File: src/rtl/uart_rx.sv
// 8N1 UART receiver: two-flop rx synchronizer, mid-bit sampling FSM, and a
// first-word-fall-through receive FIFO with sticky frame/overrun error flags.
module uart_rx #(
  parameter int CLK_RATE   = 10_000_000,
  parameter int BAUD       = 9600,
  parameter int FIFO_DEPTH = 8
) (
  input  logic       clk,
  input  logic       rst_n,
  input  logic       rx,
  input  logic       rd_en,
  input  logic       clr_err,
  output logic [7:0] rd_data,
  output logic       empty,
  output logic       full,
  output logic       frame_err,
  output logic       overrun
);

  localparam int DIV  = CLK_RATE / BAUD;
  localparam int HALF = DIV / 2;
  localparam int CW   = $clog2(DIV);
  localparam int AW   = $clog2(FIFO_DEPTH);

  localparam logic [CW-1:0] DIV_M1  = CW'(DIV - 1);
  localparam logic [CW-1:0] HALF_M1 = CW'(HALF - 1);
  localparam logic [AW:0]   DEPTH   = (AW + 1)'(FIFO_DEPTH);

  typedef enum logic [1:0] {IDLE, START, DATA, STOP} state_t;

  state_t        state_q, state_n;
  logic [CW-1:0] cnt_q, cnt_n;
  logic [2:0]    idx_q, idx_n;
  logic [7:0]    sh_q, sh_n;
  logic          rx_meta, rx_sync, rx_prev;
  logic          push_req, ferr_set;

  // Synchronizer resets to the idle level so reset release never looks like a start edge.
  // NOTE: sequential state uses non-blocking (<=) so every flop samples pre-edge values.
  always_ff @(posedge clk or negedge rst_n) begin
    if (!rst_n) begin
      rx_meta <= 1'b1;
      rx_sync <= 1'b1;
      rx_prev <= 1'b1;
    end else begin
      rx_meta <= rx;
      rx_sync <= rx_meta;
      rx_prev <= rx_sync;
    end
  end

  always_ff @(posedge clk or negedge rst_n) begin
    if (!rst_n) begin
      state_q <= IDLE;
      cnt_q   <= '0;
      idx_q   <= '0;
      sh_q    <= '0;
    end else begin
      state_q <= state_n;
      cnt_q   <= cnt_n;
      idx_q   <= idx_n;
      sh_q    <= sh_n;
    end
  end

  // NOTE: every combinational output gets a default first so no latch is inferred.
  always_comb begin
    state_n  = state_q;
    cnt_n    = cnt_q;
    idx_n    = idx_q;
    sh_n     = sh_q;
    push_req = 1'b0;
    ferr_set = 1'b0;
    case (state_q)
      IDLE: begin
        // Falling edge only: a line held low after a framing error must go high first.
        if (rx_prev && !rx_sync) begin
          state_n = START;
          cnt_n   = HALF_M1;
        end
      end
      START: begin
        if (cnt_q == '0) begin
          if (!rx_sync) begin
            state_n = DATA;
            cnt_n   = DIV_M1;
            idx_n   = '0;
          end else begin
            state_n = IDLE;
          end
        end else begin
          cnt_n = cnt_q - 1'b1;
        end
      end
      DATA: begin
        if (cnt_q == '0) begin
          sh_n  = {rx_sync, sh_q[7:1]};
          cnt_n = DIV_M1;
          if (idx_q == 3'd7) state_n = STOP;
          else               idx_n   = idx_q + 1'b1;
        end else begin
          cnt_n = cnt_q - 1'b1;
        end
      end
      STOP: begin
        if (cnt_q == '0) begin
          push_req = rx_sync;
          ferr_set = !rx_sync;
          state_n  = IDLE;
        end else begin
          cnt_n = cnt_q - 1'b1;
        end
      end
      default: state_n = IDLE;
    endcase
  end

  logic [7:0]    mem [FIFO_DEPTH];
  logic [AW-1:0] wr_ptr, rd_ptr;
  logic [AW:0]   count;
  logic          do_push, do_pop;

  assign empty   = (count == '0);
  assign full    = (count == DEPTH);
  assign do_pop  = rd_en && !empty;
  // A pop on a full FIFO frees the slot the same cycle, so the push still lands.
  assign do_push = push_req && (!full || rd_en);
  assign rd_data = empty ? 8'h00 : mem[rd_ptr];

  // NOTE: storage is not reset; only pointers and count define what is valid.
  always_ff @(posedge clk) begin
    if (do_push) mem[wr_ptr] <= sh_q;
  end

  always_ff @(posedge clk or negedge rst_n) begin
    if (!rst_n) begin
      wr_ptr <= '0;
      rd_ptr <= '0;
      count  <= '0;
    end else begin
      if (do_push) wr_ptr <= wr_ptr + 1'b1;
      if (do_pop)  rd_ptr <= rd_ptr + 1'b1;
      case ({do_push, do_pop})
        2'b10:   count <= count + 1'b1;
        2'b01:   count <= count - 1'b1;
        default: count <= count;
      endcase
    end
  end

  // Setting an error has priority over a simultaneous clear.
  always_ff @(posedge clk or negedge rst_n) begin
    if (!rst_n) begin
      frame_err <= 1'b0;
      overrun   <= 1'b0;
    end else begin
      if (ferr_set)     frame_err <= 1'b1;
      else if (clr_err) frame_err <= 1'b0;
      if (push_req && full && !rd_en) overrun <= 1'b1;
      else if (clr_err)               overrun <= 1'b0;
    end
  end

endmodule

File: config.mk
export PLATFORM = sky130hd
export DESIGN_NAME = uart_rx
export DESIGN_NICKNAME = d
export VERILOG_FILES = /design/src/rtl/uart_rx.sv
export SDC_FILE = /design/constraint.sdc
export NUM_CORES = 1
export LEC_CHECK = 0
export ABC_AREA = 1
export CORE_ASPECT_RATIO = 1.2
export CORE_MARGIN = 4
export CORE_UTILIZATION = 61
export CTS_CLUSTER_DIAMETER = 200
export DETAILED_ROUTE_END_ITERATION = 8
export PLACE_DENSITY = 0.86
export SLEW_MARGIN = 15
export SYNTH_ARGS = -nofsm -noshare
export SYNTH_HDL_FRONTEND = slang
export SYNTH_SLANG_ARGS = --single-unit
File: constraint.sdc
create_clock -name clk -period 2.8 [get_ports clk]
set_input_delay 0.42 -clock clk [delete_from_list [all_inputs] [get_ports clk]]
set_output_delay 0.42 -clock clk [all_outputs]
set_load 0.01 [all_outputs]
==> results_dict.tcl <==
set metrics [dict create \
    end_kind "output port" \
    first_pass_iters 5 \
    post-route-min-period_ps 2620 \
    p_per_area_nw_per_um2 886 \
    die-area_sq_um 9440 \
    slew_viol_final 0 \
    cts_root_buffer "clkbuf_8" \
    status "complete, no violations" \
    core_sq_um 7710 \
    rsz0062_at_grt "false" \
    setup-violations-final 0 \
    synthToLayoutAreaGrowth_pct 10.5 \
    irDropWorstVdd_v 0.000677 \
    startpoint_type "register" \
    cts.htree.levels 3 \
    remaining_drc_errors 0 \
    p_switching_w 0.00188 \
    io_pins 17 \
    path_buf_inv 2 \
    async_reset_ff_share_pct 37.9 \
    synth.largest_area_cell "edfxtp_1" \
    dp.cells 580 \
    clkPwrFrac_pct 19.0 \
    reg2reg_from "cnt_q[0]" \
    synth_edf_count 64 \
    drtIter0Drc 218 \
    hold_viol_final 0 \
    avgViaCountPerCell 5.65 \
    ys_dominant_reg_cell "edfxtp_1" \
    final_common_cell "nand2_1" \
    clock_skew_ps 11.1 \
    synth_seq_area_share_pct 59.8 \
    leakage_nw 2.23 \
    r2r_end "count[2]" \
    cts.sinks 103 \
    wire_per_inst_microns 15.2 \
    layout-drive-gt1-share_pct 12.1 \
    grt-ovfl-total 0 \
    synth-seq-cells 103 \
    syn_nets 489 \
    synth_area_leaders "edfxtp_1, dfrtp_1, nand2_1, nor2_1, o21ai_0" \
    slew-limit-headroom_pct 43.5 \
    grt_pass1_wl_microns 15000 \
    place.gp.congestion 0.821 \
    rows 35 \
    reg2reg_slack_ps 400 \
    hpwl_microns 6310 \
    ys_types 39 \
    crit_family "buffers and inverters" \
    wirelength_microns 9080 \
    start_util_pct 62.9 \
    grt.total_usage_pct 20.8 \
    seqPwrFrac_pct 39.2 \
    yosysWarningCount 0 \
    die_w_microns 89.4 \
    worstSetupPathType "reg -> out" \
    diodes 0 \
    die_h_microns 106 \
    cts_tree "done" \
    cp_slowest_cell "clkdlybuf4s50_1" \
    max_stage_delay_ps 560 \
    syn-cell-area_sq_um 4850 \
    path_cells "buf_6 -> o21ai_0 -> o22ai_1 -> nor2_1 -> nor2_1 -> clkdlybuf4s50_1" \
    crit_fanout 34 \
    clock_latency_ps 380 \
    cts_setup_buffers 0 \
    period_share_pct 93.7 \
    p_comb_share_pct 41.8 \
    maxCapViolCount 0 \
    grt_max_degree 40 \
    synth_top_area_share_pct 39.6 \
    cts.reportedPaths.clkPinSlew_ps 100 \
    worstPathArrival_ps 2200 \
    crit_top_cell "nor2_1" \
    ff2ff_path_depth 13 \
    cts_max_path_buffers 2 \
    grt_pass1_vias 3231 \
    worstPathRequired_ps 2380 \
    tightest_slew_ps 847 \
    syn_area_per_cell_sq_um 10.3 \
    numCtsBuffers 9 \
    vias 3367 \
    hold_class "in -> async" \
    synthCells 470 \
    power.internal_w 0.00287 \
    nets 518 \
    switching_share_pct 39.6 \
    fmax_mhz 381 \
    antenna_found_initial 0 \
    final_cell_mix "nand2_1, nor2_1, edfxtp_1" \
    port_buffers 16 \
    tns_ps 0 \
    layoutNonFillerInstCount 596 \
    ant_nets 0 \
]
what timing repair did:
action | 4_1_cts | 5_1_grt
endpoints found under the setup margin | 0 | 6
gates resized for setup | 0 | 3
hold buffers | 0 | 0
layout make-up:
cell class | instances | area (sq um)
clock inverters | 7 | 67.6
clock buffers | 9 | 124
well taps | 92 | 115
flip-flops and latches | 103 | 2900
inverters | 39 | 149
multi-input cells | 317 | 1740
fillers | 538 | 2350
repair buffers | 29 | 260
metal layers:
layer / track usage, % / up-vias / wire (microns)
li1: - / 1651 / -
met1: 25.3 / 1597 / 3610
met2: 35.0 / 100 / 4800
met3: 3.75 / 19 / 432
met4: 9.47 / 0 / 238
met5: 0 / - / 0
power groups by stage:
stage	Clock (W)	Combinational (W)	Sequential, W
6_report	0.000900	0.00199	0.00186
5_1_grt	0.000976	0.00223	0.00188
4_1_cts	0.000915	0.00199	0.00186
3_5_place_dp	0	0.00198	0.00189
3_3_place_gp	0	0.00191	0.00188
2_1_floorplan	0	0.00140	0.00185
per-stage QoR:
stage | setup WS [ps] | cell area [sq um] | utilization [%] | hold WS [ps] | power (W)
final | 177 | 5360 | 69.5 | 138 | 0.00475
after global routing | 23.7 | 5360 | 69.5 | 201 | 0.00508
after CTS | 53.4 | 5350 | 69.4 | 165 | 0.00476
after detailed placement | 393 | 5160 | 66.9 | 349 | 0.00387
after global placement | 456 | 5160 | 66.9 | 347 | 0.00378
after floorplan | 509 | 4850 | - | 124 | 0.00325
worst reg2reg max path, delay by kind of cell (launching register included):
family	cells	cell delay, ps
flip-flops	1	400
adder cells (fa/ha/maj)	3	670
AO/OA/AOI/OAI	2	230
buffers and inverters	2	190
XOR/XNOR	2	330
AND/OR/NAND/NOR	4	470
registers in the layout (all words and copies together), names as in the netlist, named ones only:
register and count:
overrun 1, rx_prev 1, rd_ptr 3, sh_q 8, rx_meta 1, frame_err 1
idx_q 3, wr_ptr 3, state_q 1, mem 64, cnt_q 11, count 4
rx_sync 1
worst max path at each step:
| stage | startpoint | to | cells after the start | slack (ps) |
|---|---|---|---|---|
| after CTS | rd_ptr[0] | rd_data[1] | 7 | 50 |
| after global routing | rd_ptr[0] | rd_data[7] | 8 | 20 |
| after detailed placement | rd_en | count[2] | 10 | 390 |
| after floorplan | cnt_q[0] | count[2] | 14 | 510 |
| final | rd_ptr[0] | rd_data[4] | 6 | 180 |
| after global placement | rd_en | count[2] | 10 | 460 |
cell families (layout without fill, tap and decap cells):
logic type      Yosys count  in the layout  share of synthesized area, %
fa+ha+maj                14             14                          3.61
compound gates           72             72                          8.13
buf+inv                  50             84                          4.23
flops                   103            103                          59.8
mux                       8              8                          1.65
xor+xnor                 12             12                          2.17
simple gates            211            211                          20.4
cell usage after synthesis (5+ instances only):
cell,number
nand2_2,5
dfrtp_1,36
nand3_1,16
nand2_1,86
nor2_1,69
buf_2,6
xor2_1,9
ha_1,14
inv_1,37
o22ai_1,8
nor2_4,5
o21ai_0,50
nand4_1,6
mux2i_1,8
nor3_1,10
edfxtp_1,64
a21oi_1,6
Power figures use the tool's default switching activity.
